==> config.mk <==
export PLATFORM = sky130hd
export DESIGN_NAME = mant_sub_norm
export DESIGN_NICKNAME = d
export VERILOG_FILES = /design/src/rtl/fpu_pkg.sv /design/src/rtl/borrow_lookahead_6bit.sv /design/src/rtl/mant_sub_norm.sv
export SDC_FILE = /design/constraint.sdc
export NUM_CORES = 1
export LEC_CHECK = 0
export BUFFER_PORTS_ARGS = -buffer_cell sky130_fd_sc_hd__buf_2
export CAP_MARGIN = 10
export CORE_MARGIN = 5
export CORE_UTILIZATION = 62
export DETAILED_ROUTE_END_ITERATION = 8
export GPL_TIMING_DRIVEN = 1
export PLACE_DENSITY = 0.89
export SYNTH_ARGS = -nofsm -noshare
export SYNTH_HDL_FRONTEND = slang
export SYNTH_SLANG_ARGS = --single-unit
export TNS_END_PERCENT = 100
==> constraint.sdc <==
create_clock -name clk -period 12 [get_ports clk]
set_input_delay 0.6 -clock clk [delete_from_list [all_inputs] [get_ports clk]]
set_output_delay 0.6 -clock clk [all_outputs]
set_load 0.01 [all_outputs]
==> src/rtl/fpu_pkg.sv <==
// Shared FPU types and default widths for the effective-subtraction mantissa path.
// Combinational only: no latency, no flow control.
package fpu_pkg;
  localparam int MW_DEF = 24;
  localparam int EW_DEF = 8;
  localparam int LZW    = $clog2(MW_DEF + 1);

  typedef struct packed {
    logic [MW_DEF-1:0] d;
    logic              bout;
    logic [EW_DEF-1:0] exp;
  } sub_s1_t;

  typedef struct packed {
    logic [MW_DEF-1:0] mant;
    logic [EW_DEF-1:0] exp;
    logic              swap;
    logic              zero;
    logic              uflow;
  } sub_res_t;
endpackage

==> src/rtl/borrow_lookahead_6bit.sv <==
// 6-bit borrow-lookahead generator: per-bit borrows plus group propagate/generate.
// Combinational, zero latency; no flow control.
module borrow_lookahead_6bit (
  input  logic       bin,
  input  logic [5:0] p,
  input  logic [5:0] g,
  output logic       b1,
  output logic       b2,
  output logic       b3,
  output logic       b4,
  output logic       b5,
  output logic       bout,
  output logic       grp_p,
  output logic       grp_g
);
  logic [6:1] gt;
  logic [6:1] pt;
  logic [6:1] b;
  logic       term;
  logic       acc;

  // Each borrow is a flat sum of products over lower bits, never a ripple of earlier borrows.
  always_comb begin
    gt   = '0;
    pt   = '0;
    term = 1'b0;
    acc  = 1'b1;
    for (int i = 0; i < 6; i++) begin
      term = 1'b0;
      acc  = 1'b1;
      for (int j = i; j >= 0; j--) begin
        term = term | (acc & g[j]);
        acc  = acc & p[j];
      end
      gt[i+1] = term;
      pt[i+1] = acc;
    end
  end

  assign b = gt | (pt & {6{bin}});
  assign {bout, b5, b4, b3, b2, b1} = b;
  assign grp_g = gt[6];
  assign grp_p = pt[6];
endmodule

==> src/rtl/mant_sub_norm.sv <==
// Two-stage |A-B| significand subtract then LZC normalize with exponent adjust; latency 2.
// Valid/ready both sides; in_ready drops only when both stages are full and out_ready is low.
module mant_sub_norm
  import fpu_pkg::*;
#(
  parameter int MW = MW_DEF,
  parameter int EW = EW_DEF
) (
  input  logic          clk,
  input  logic          rst,
  input  logic          in_valid,
  output logic          in_ready,
  input  logic [MW-1:0] a_mant,
  input  logic [MW-1:0] b_mant,
  input  logic [EW-1:0] a_exp,
  output logic          out_valid,
  input  logic          out_ready,
  output logic [MW-1:0] res_mant,
  output logic [EW-1:0] res_exp,
  output logic          res_swap,
  output logic          res_zero,
  output logic          res_uflow
);
  localparam int NG = MW / 6;

  function automatic logic [LZW-1:0] lzc(input logic [MW-1:0] v);
    lzc = LZW'(MW);
    for (int i = 0; i < MW; i++) begin
      if (v[i]) lzc = LZW'(MW - 1 - i);
    end
  endfunction

  // ---------------- stage 1: borrow-lookahead subtract ----------------
  logic [MW-1:0] p, g, bin_vec;
  logic [NG-1:0] grp_p, grp_g, grp_bo;
  logic [NG:0]   c;
  logic          c_term, c_acc;
  logic          unused_grp_bo;

  assign g = ~a_mant & b_mant;
  assign p = ~(a_mant ^ b_mant);

  for (genvar k = 0; k < NG; k++) begin : g_grp
    logic b1, b2, b3, b4, b5;
    borrow_lookahead_6bit u_bla (
      .bin   (c[k]),
      .p     (p[6*k +: 6]),
      .g     (g[6*k +: 6]),
      .b1    (b1),
      .b2    (b2),
      .b3    (b3),
      .b4    (b4),
      .b5    (b5),
      .bout  (grp_bo[k]),
      .grp_p (grp_p[k]),
      .grp_g (grp_g[k])
    );
    assign bin_vec[6*k +: 6] = {b5, b4, b3, b2, b1, c[k]};
  end

  // Group borrows come from a second lookahead level; the unit's borrow-in is 0.
  always_comb begin
    c      = '0;
    c_term = 1'b0;
    c_acc  = 1'b1;
    for (int k = 0; k < NG; k++) begin
      c_term = 1'b0;
      c_acc  = 1'b1;
      for (int j = k; j >= 0; j--) begin
        c_term = c_term | (c_acc & grp_g[j]);
        c_acc  = c_acc & grp_p[j];
      end
      c[k+1] = c_term;
    end
  end

  assign unused_grp_bo = ^grp_bo;

  sub_s1_t s1_q, s1_d;
  logic    s1_vld_q, s1_vld_d;
  logic    s1_load, s2_load;
  logic    s2_vld_q, s2_vld_d;

  assign s2_load  = !s2_vld_q || out_ready;
  assign s1_load  = !s1_vld_q || s2_load;
  assign in_ready = s1_load;

  always_comb begin
    s1_d      = s1_q;
    s1_vld_d  = s1_vld_q;
    if (s1_load) begin
      s1_vld_d = in_valid;
      if (in_valid) begin
        s1_d.d    = a_mant ^ b_mant ^ bin_vec;
        s1_d.bout = c[NG];
        s1_d.exp  = a_exp;
      end
    end
  end

  // ---------------- stage 2: magnitude, normalize, exponent adjust ----------------
  sub_res_t      res_q, res_d, res_n;
  logic [MW-1:0] mag;
  logic [LZW-1:0] lz;

  always_comb begin
    mag   = s1_q.bout ? (~s1_q.d + MW'(1)) : s1_q.d;
    lz    = lzc(mag);
    res_n = '0;
    if (mag == '0) begin
      res_n.zero = 1'b1;
    end else if ({{EW{1'b0}}, lz} > {{LZW{1'b0}}, s1_q.exp}) begin
      res_n.zero  = 1'b1;
      res_n.uflow = 1'b1;
      res_n.swap  = s1_q.bout;
    end else begin
      res_n.mant = mag << lz;
      res_n.exp  = s1_q.exp - EW'(lz);
      res_n.swap = s1_q.bout;
    end
  end

  always_comb begin
    res_d    = res_q;
    s2_vld_d = s2_vld_q;
    if (s2_load) begin
      s2_vld_d = s1_vld_q;
      if (s1_vld_q) res_d = res_n;
    end
  end

  always_ff @(posedge clk) begin
    if (rst) begin
      s1_vld_q <= 1'b0;
      s2_vld_q <= 1'b0;
      s1_q     <= '0;
      res_q    <= '0;
    end else begin
      s1_vld_q <= s1_vld_d;
      s2_vld_q <= s2_vld_d;
      s1_q     <= s1_d;
      res_q    <= res_d;
    end
  end

  assign out_valid = s2_vld_q;
  assign res_mant  = res_q.mant;
  assign res_exp   = res_q.exp;
  assign res_swap  = res_q.swap;
  assign res_zero  = res_q.zero;
  assign res_uflow = res_q.uflow;
endmodule

==> results of run 1 <==
## routing by layer
layer / part of all wire [%] / track usage (%)
met3: 5.4 / 3.49
met5: 0 / 0
met1: 43 / 32.2
met2: 49 / 45.2
met4: 3.0 / 11.6
## layout make-up
type                            count  area [um2]
Clock buffer                        9         124
Clock inverter                      7        96.3
Fill cell                         729        2730
Inverter                           42         158
Multi-Input combinational cell    574        4050
Sequential cell                    70        1400
Tap cell                          129         161
Timing Repair Buffer              101         518
## worst max-delay path: stages (launching register included)
cell and delay, ns:
sky130_fd_sc_hd__dfxtp_1 0.42, sky130_fd_sc_hd__or4_1 0.77, sky130_fd_sc_hd__or4_4 0.69, sky130_fd_sc_hd__o21ai_1 0.18, sky130_fd_sc_hd__xor2_1 0.34, sky130_fd_sc_hd__nand4_1 0.28, sky130_fd_sc_hd__o21bai_1 0.24, sky130_fd_sc_hd__a21oi_1 0.17
sky130_fd_sc_hd__buf_4 0.30, sky130_fd_sc_hd__inv_2 0.26, sky130_fd_sc_hd__ha_1 0.41, sky130_fd_sc_hd__a21o_1 0.12, sky130_fd_sc_hd__a21oi_1 0.09, sky130_fd_sc_hd__o21ai_0 0.25, sky130_fd_sc_hd__or3_1 0.18, sky130_fd_sc_hd__nand2_1 0.12
sky130_fd_sc_hd__a31oi_1 0.86, sky130_fd_sc_hd__nand2b_1 0.30, sky130_fd_sc_hd__nor3_1 0.30, sky130_fd_sc_hd__a22oi_1 0.12, sky130_fd_sc_hd__o31ai_1 0.10
## report_power, final
part | switching, uW | internal, uW
logic | 274 | 185
clock network | 97.3 | 118
registers | 23.3 | 254
total | 395 | 557
## placed cells by master (no fill, tap or decap), types with 11 or more instances in the layout
cell	synthesis	routed
sky130_fd_sc_hd__inv_1	40	40
sky130_fd_sc_hd__ha_1	31	31
sky130_fd_sc_hd__nand3_1	13	13
sky130_fd_sc_hd__a211oi_1	21	21
sky130_fd_sc_hd__dfxtp_1	70	70
sky130_fd_sc_hd__xnor2_1	28	28
sky130_fd_sc_hd__buf_2	7	96
sky130_fd_sc_hd__o21ai_0	24	24
sky130_fd_sc_hd__nand2b_1	15	15
sky130_fd_sc_hd__a21o_1	11	11
sky130_fd_sc_hd__xor2_1	22	22
sky130_fd_sc_hd__nor2_1	77	76
sky130_fd_sc_hd__a22oi_1	18	18
sky130_fd_sc_hd__nor3_1	18	18
sky130_fd_sc_hd__a21oi_1	38	38
sky130_fd_sc_hd__mux2i_1	47	47
sky130_fd_sc_hd__nand2_1	64	64
## stage by stage
step	hold WS (ns)	setup slack, ns	total power, uW	instances	utilization (%)
after global placement	0.434	5.88	718	916	68.0
after floorplan	0.436	6.57	639	735	-
final	0.451	5.41	952	932	70.4
after detailed placement	0.443	5.57	732	916	68.0
after CTS	0.454	5.54	945	932	70.4
after global routing	0.467	4.98	1010	932	70.4
## cell families after synthesis
logic type / after synthesis / share of synthesized area (%)
AO/OA/AOI/OAI: 189 / 22.7
multiplexers: 57 / 9.95
AND/OR/NAND/NOR: 241 / 20.3
flip-flops: 70 / 23.9
XOR/XNOR: 51 / 7.75
buffers and inverters: 91 / 7.05
adder cells (fa/ha/maj): 36 / 8.33
## state kept, by name, summed over array words and instances (netlist names)
name	cells
s1_q	33
res_mant	24
res_exp	8
out_valid	1
res_swap	1
res_uflow	1
res_zero	1
s1_vld_q	1
## worst min-delay path by stage
stage                       startpoint            to
final                     res_mant[10]  res_mant[10]
after global routing          a_exp[7]       s1_q[7]
after CTS                 res_mant[18]  res_mant[18]
after detailed placement  res_mant[18]  res_mant[18]
after global placement    res_mant[11]  res_mant[11]
after floorplan                s1_q[0]       s1_q[0]
==> impl_metrics.xml, run 1 <==
<?xml version="1.0" encoding="UTF-8"?>
<metrics>
  <group name="outcome">
    <metric name="result_of_the_run" unit="">completed</metric>
  </group>
  <group name="setup_path">
    <metric name="startpoint" unit="">s1_q[11]</metric>
    <metric name="crit_arrival" unit="ns">6.86</metric>
    <metric name="setup.worst_path.end_class" unit="">flop</metric>
    <metric name="r2r.worst_path.cells" unit="">20</metric>
    <metric name="startpoint_type" unit="">flop</metric>
    <metric name="cp_data_required_time" unit="ns">12.27</metric>
    <metric name="timing.setup.critical_path_class" unit="">flop to flop</metric>
    <metric name="crit-reg2reg-capture" unit="">res_mant[17]</metric>
    <metric name="crit_end" unit="">res_mant[17]</metric>
    <metric name="worstPathMaxFanout" unit="">24</metric>
    <metric name="timing.reg2reg.setup_slack" unit="ns">5.41</metric>
    <metric name="worstReg2RegStart" unit="">s1_q[11]</metric>
  </group>
  <group name="detailed_routing">
    <metric name="drt_first_iter_violations" unit="">362</metric>
    <metric name="vias" unit="">5647</metric>
    <metric name="drt-pass1-iter-count" unit="">5</metric>
    <metric name="ant_nets" unit="">0</metric>
    <metric name="avgRoutedWirePerCell" unit="um">16.1</metric>
    <metric name="detail_route.drc_violations" unit="">0</metric>
    <metric name="vias_per_cell" unit="">6.06</metric>
    <metric name="finalWirelength" unit="mm">15.0</metric>
  </group>
  <group name="hold_path">
    <metric name="hold_path.class" unit="">flop to flop</metric>
    <metric name="hold-path-cell-count" unit="">2</metric>
  </group>
  <group name="clock_tree">
    <metric name="cts_hold_buf" unit="">0</metric>
    <metric name="cts.reportedPaths.clkPinSlew" unit="ns">0.08</metric>
    <metric name="cts_num_sinks" unit="">70</metric>
    <metric name="cts_repair_resize_count" unit="">0</metric>
    <metric name="post-cts-setup-buffers" unit="">0</metric>
    <metric name="clock_tree_from_tritoncts" unit="">built</metric>
    <metric name="cts-htree-levels" unit="">3</metric>
    <metric name="worst_skew_pair.late_latency" unit="ns">0.35</metric>
    <metric name="clk_path_buf_depth" unit="">2</metric>
    <metric name="cts_inserted_buffers" unit="">9</metric>
    <metric name="cts.root.buffer_cell" unit="">sky130_fd_sc_hd__clkbuf_8</metric>
  </group>
  <group name="logic_synthesis">
    <metric name="synth_area_leader_cell" unit="">sky130_fd_sc_hd__dfxtp_1</metric>
    <metric name="synth_seq_cells" unit="">70</metric>
    <metric name="synth-edff-count" unit="">0</metric>
    <metric name="yosysMostFrequentCell" unit="">sky130_fd_sc_hd__nor2_1</metric>
    <metric name="synth.cells.most_frequent" unit="">sky130_fd_sc_hd__nor2_1, sky130_fd_sc_hd__dfxtp_1, sky130_fd_sc_hd__nand2_1</metric>
    <metric name="mappedNetlistArea" unit="um2">5860</metric>
    <metric name="seq_area_frac_synth" unit="%">23.9</metric>
    <metric name="syn_area_per_cell" unit="um2">7.97</metric>
    <metric name="synth_async_sr_flop_share" unit="%">0</metric>
    <metric name="synthFlopType" unit="">sky130_fd_sc_hd__dfxtp_1</metric>
    <metric name="area_share_of_the_largest_cell_type_after_synthesis" unit="%">23.9</metric>
    <metric name="synthesis.nets" unit="">831</metric>
    <metric name="synth_cell_type_count" unit="">74</metric>
    <metric name="synth-warning-count" unit="">0</metric>
    <metric name="post_synthesis_cells" unit="">735</metric>
    <metric name="synth.area.top_cells" unit="">sky130_fd_sc_hd__dfxtp_1, sky130_fd_sc_hd__mux2i_1, sky130_fd_sc_hd__ha_1</metric>
  </group>
  <group name="timing">
    <metric name="max_freq" unit="GHz">0.152</metric>
    <metric name="period_utilization_post_route" unit="%">54.9</metric>
    <metric name="tightestPinTransition" unit="ns">1.12</metric>
    <metric name="setup-tns-final" unit="ns">0</metric>
    <metric name="setup_viol_count_final" unit="">0</metric>
    <metric name="rsz0062_at_grt" unit="">no</metric>
    <metric name="period_needed" unit="ns">6.59</metric>
    <metric name="timing.final.max_slew_violations" unit="">0</metric>
    <metric name="relSlewSlack" unit="%">25.0</metric>
    <metric name="hold_viol_final" unit="">0</metric>
    <metric name="finClkSkew" unit="ns">0.0100</metric>
  </group>
  <group name="cells_and_area">
    <metric name="n_antenna_cell" unit="">0</metric>
    <metric name="final_net_count" unit="">894</metric>
    <metric name="flow.area_growth_from_synthesis" unit="%">11.0</metric>
    <metric name="final_area" unit="um2">6510</metric>
    <metric name="layout-drive-gt1-share" unit="%">17.9</metric>
  </group>
  <group name="placed_design">
    <metric name="detailed_place.area" unit="um2">6290</metric>
    <metric name="gp_congestion" unit="">0.917</metric>
    <metric name="dp.final_hpwl" unit="mm">11.8</metric>
    <metric name="numPortBuffers" unit="">96</metric>
  </group>
  <group name="global_routing">
    <metric name="number_of_antenna_violations_at_the_first_check_in_global_routing" unit="">0</metric>
    <metric name="grt_start_max_net_pins" unit="">62</metric>
    <metric name="grt_pass1_vias" unit="">5361</metric>
    <metric name="grt_use_total" unit="%">26.1</metric>
    <metric name="grt_pass1_wl" unit="mm">24.8</metric>
    <metric name="overflow" unit="">0</metric>
  </group>
  <group name="die">
    <metric name="placementRows" unit="">35</metric>
    <metric name="io_pins" unit="">97</metric>
    <metric name="die_h" unit="um">107</metric>
    <metric name="fp.dieArea" unit="um2">11500</metric>
    <metric name="initial_core_util" unit="%">63.4</metric>
    <metric name="floorplan.die.width" unit="um">107</metric>
    <metric name="core" unit="um2">9240</metric>
  </group>
  <group name="power">
    <metric name="powerDensity" unit="nW/um2">146</metric>
    <metric name="p_leak" unit="uW">0.00289</metric>
    <metric name="vdd_drop_max" unit="mV">0.0627</metric>
  </group>
  <group name="job">
    <metric name="timing.max_cap.violations" unit="">0</metric>
  </group>
</metrics>
(Power assumes the default switching activity.)
==> run 2, diff against run 1 <==
CORE_UTILIZATION = 58   (was 62)
PLACE_DENSITY = 0.84   (was 0.89)
clock period = 6.68 ns   (was 12 ns; I/O delays follow)
==> impl_metrics.xml, run 2 (synthesized netlist as in run 1, its figures left out) <==
<?xml version="1.0" encoding="UTF-8"?>
<metrics>
  <group name="power">
    <metric name="powerDensity" unit="nW/um2">261</metric>
    <metric name="p_int" unit="uW">971</metric>
    <metric name="share_seq_of_total_power" unit="%">29.4</metric>
    <metric name="power.share.switching" unit="%">43.0</metric>
    <metric name="p_switching" unit="uW">734</metric>
    <metric name="p_leak" unit="uW">0.00290</metric>
    <metric name="share_comb_of_total_power" unit="%">48.8</metric>
    <metric name="vdd_drop_max" unit="mV">0.0988</metric>
    <metric name="share_clk_of_total_power" unit="%">21.7</metric>
  </group>
  <group name="placed_design">
    <metric name="gp_congestion" unit="">0.926</metric>
    <metric name="numPortBuffers" unit="">96</metric>
    <metric name="dp.final_hpwl" unit="mm">12.3</metric>
  </group>
  <group name="setup_path">
    <metric name="worstReg2RegStart" unit="">s1_q[11]</metric>
    <metric name="startpoint" unit="">s1_q[11]</metric>
    <metric name="worstPathMaxFanout" unit="">12</metric>
    <metric name="cp_data_required_time" unit="ns">6.96</metric>
    <metric name="timing.setup.critical_path_class" unit="">flop to flop</metric>
    <metric name="setup.worst_path.end_class" unit="">flop</metric>
    <metric name="crit_arrival" unit="ns">6.53</metric>
    <metric name="startpoint_type" unit="">flop</metric>
  </group>
  <group name="global_routing">
    <metric name="grt_start_max_net_pins" unit="">62</metric>
    <metric name="grt_pass1_vias" unit="">5521</metric>
    <metric name="grt_use_total" unit="%">25.3</metric>
    <metric name="number_of_antenna_violations_at_the_first_check_in_global_routing" unit="">0</metric>
    <metric name="overflow" unit="">0</metric>
    <metric name="grt_pass1_wl" unit="mm">26.3</metric>
  </group>
  <group name="clock_tree">
    <metric name="cts.reportedPaths.clkPinSlew" unit="ns">0.09</metric>
    <metric name="cts_hold_buf" unit="">0</metric>
    <metric name="post-cts-setup-buffers" unit="">0</metric>
    <metric name="cts-htree-levels" unit="">3</metric>
    <metric name="clk_path_buf_depth" unit="">2</metric>
    <metric name="cts.root.buffer_cell" unit="">sky130_fd_sc_hd__clkbuf_8</metric>
    <metric name="cts_inserted_buffers" unit="">9</metric>
    <metric name="cts_repair_resize_count" unit="">0</metric>
    <metric name="worst_skew_pair.late_latency" unit="ns">0.37</metric>
    <metric name="cts_num_sinks" unit="">70</metric>
    <metric name="clock_tree_from_tritoncts" unit="">built</metric>
  </group>
  <group name="timing">
    <metric name="setup-tns-final" unit="ns">0</metric>
    <metric name="timing.final.max_slew_violations" unit="">0</metric>
    <metric name="period_utilization_post_route" unit="%">93.5</metric>
    <metric name="rsz0062_at_grt" unit="">no</metric>
    <metric name="max_freq" unit="GHz">0.160</metric>
    <metric name="setup_viol_count_final" unit="">0</metric>
    <metric name="tightestPinTransition" unit="ns">1.05</metric>
    <metric name="finClkSkew" unit="ns">0.0117</metric>
    <metric name="relSlewSlack" unit="%">29.6</metric>
    <metric name="period_needed" unit="ns">6.25</metric>
    <metric name="hold_viol_final" unit="">0</metric>
  </group>
  <group name="outcome">
    <metric name="result_of_the_run" unit="">completed</metric>
  </group>
  <group name="die">
    <metric name="placementRows" unit="">36</metric>
    <metric name="floorplan.die.width" unit="um">111</metric>
    <metric name="initial_core_util" unit="%">59.7</metric>
    <metric name="die_h" unit="um">111</metric>
    <metric name="core" unit="um2">9820</metric>
    <metric name="fp.dieArea" unit="um2">12200</metric>
    <metric name="io_pins" unit="">97</metric>
  </group>
  <group name="hold_path">
    <metric name="hold_path.class" unit="">input port to flop</metric>
    <metric name="worst_hold_startpoint" unit="">a_exp[5]</metric>
  </group>
  <group name="cells_and_area">
    <metric name="final_cell_mix" unit="">sky130_fd_sc_hd__buf_2, sky130_fd_sc_hd__nor2_1, sky130_fd_sc_hd__dfxtp_1, sky130_fd_sc_hd__nand2_1, sky130_fd_sc_hd__mux2i_1</metric>
    <metric name="fin_util" unit="%">66.5</metric>
    <metric name="final_net_count" unit="">898</metric>
    <metric name="layout.cells.most_common" unit="">sky130_fd_sc_hd__buf_2</metric>
    <metric name="n_antenna_cell" unit="">0</metric>
    <metric name="register_area" unit="um2">1400</metric>
    <metric name="max_flop_register" unit="">s1_q</metric>
    <metric name="multi_input_comb_area" unit="um2">4050</metric>
    <metric name="flow.area_growth_from_synthesis" unit="%">11.4</metric>
    <metric name="largest_register_ffs" unit="">33</metric>
    <metric name="layout-drive-gt1-share" unit="%">18.3</metric>
    <metric name="filler_cell_count" unit="">898</metric>
  </group>
  <group name="detailed_routing">
    <metric name="drt_first_iter_violations" unit="">357</metric>
    <metric name="ant_nets" unit="">0</metric>
    <metric name="detail_route.drc_violations" unit="">0</metric>
    <metric name="vias" unit="">5681</metric>
    <metric name="finalWirelength" unit="mm">15.7</metric>
    <metric name="vias_per_cell" unit="">6.04</metric>
    <metric name="avgRoutedWirePerCell" unit="um">16.7</metric>
    <metric name="drt-pass1-iter-count" unit="">5</metric>
  </group>
  <group name="job">
    <metric name="timing.max_cap.violations" unit="">0</metric>
  </group>
</metrics>
run 2: changes by cell type in the layout (fill, tap and decap cells not counted):
cell,delta
sky130_fd_sc_hd__buf_4,+4
sky130_fd_sc_hd__clkinv_2,-2
sky130_fd_sc_hd__clkinvlp_4,+2
sky130_fd_sc_hd__bufinv_16,-1
sky130_fd_sc_hd__inv_8,+1
run 2: final cells by class:
type | count | area share, %
Clock buffer | 9 | 1.90
Clock inverter | 7 | 1.27
Inverter | 42 | 2.42
Multi-Input combinational cell | 574 | 62.0
Sequential cell | 70 | 21.5
Tap cell | 133 | 2.55
Timing Repair Buffer | 105 | 8.40
run 2: worst paths after layout:
path | to | slack [ns] | cells after the start
worst min register to register | res_mant[18] | 0.45 | 2
worst min-delay path | s1_q[5] | 0.20 | 3
worst max register to register | res_mant[17] | 0.43 | 18
worst max-delay path | res_mant[17] | 0.43 | 18
run 2: layer usage:
| metal | global-route usage (%) | vias to the layer above | part of all wire [%] |
|---|---|---|---|
| met4 | 12.9 | 0 | 3.7 |
| met3 | 3.39 | 43 | 4.9 |
| met1 | 31.1 | 2655 | 43 |
| met5 | 0 | - | 0 |
| li1 | - | 2792 | - |
| met2 | 43.0 | 191 | 48 |
run 2: worst max-delay path: stages (launching register included):
cell and delay, ns:
sky130_fd_sc_hd__dfxtp_1 0.43, sky130_fd_sc_hd__or4_1 0.77, sky130_fd_sc_hd__or4_4 0.69, sky130_fd_sc_hd__o41ai_4 0.31, sky130_fd_sc_hd__xnor2_1 0.21, sky130_fd_sc_hd__nor2_1 0.20, sky130_fd_sc_hd__nand2b_1 0.18, sky130_fd_sc_hd__nor4_4 0.55
sky130_fd_sc_hd__inv_1 0.18, sky130_fd_sc_hd__ha_1 0.36, sky130_fd_sc_hd__inv_1 0.05, sky130_fd_sc_hd__o21ai_0 0.27, sky130_fd_sc_hd__or3_1 0.19, sky130_fd_sc_hd__nand2_1 0.14, sky130_fd_sc_hd__a31oi_1 0.81, sky130_fd_sc_hd__nand2b_1 0.29
sky130_fd_sc_hd__nor3_1 0.29, sky130_fd_sc_hd__a22oi_1 0.12, sky130_fd_sc_hd__o31ai_1 0.11
run 2: power by group through the flow:
stage	sequential, uW	combinational (uW)	clock [uW]
2_1_floorplan	499	649	0
3_3_place_gp	508	810	0
3_5_place_dp	510	821	0
4_1_cts	500	826	376
5_1_grt	507	912	397
6_report	502	833	371
run 2: metrics by stage:
stage          total power (uW)  area [um2]  hold slack [ns]  cells  setup slack [ns]
2_1_floorplan              1150        5860            0.436    735              1.25
3_3_place_gp               1320        6320            0.435    924             0.926
3_5_place_dp               1330        6320            0.442    924             0.684
4_1_cts                    1700        6530            0.184    940             0.631
5_1_grt                    1820        6530            0.191    940             0.155
6_report                   1710        6530            0.198    940             0.433
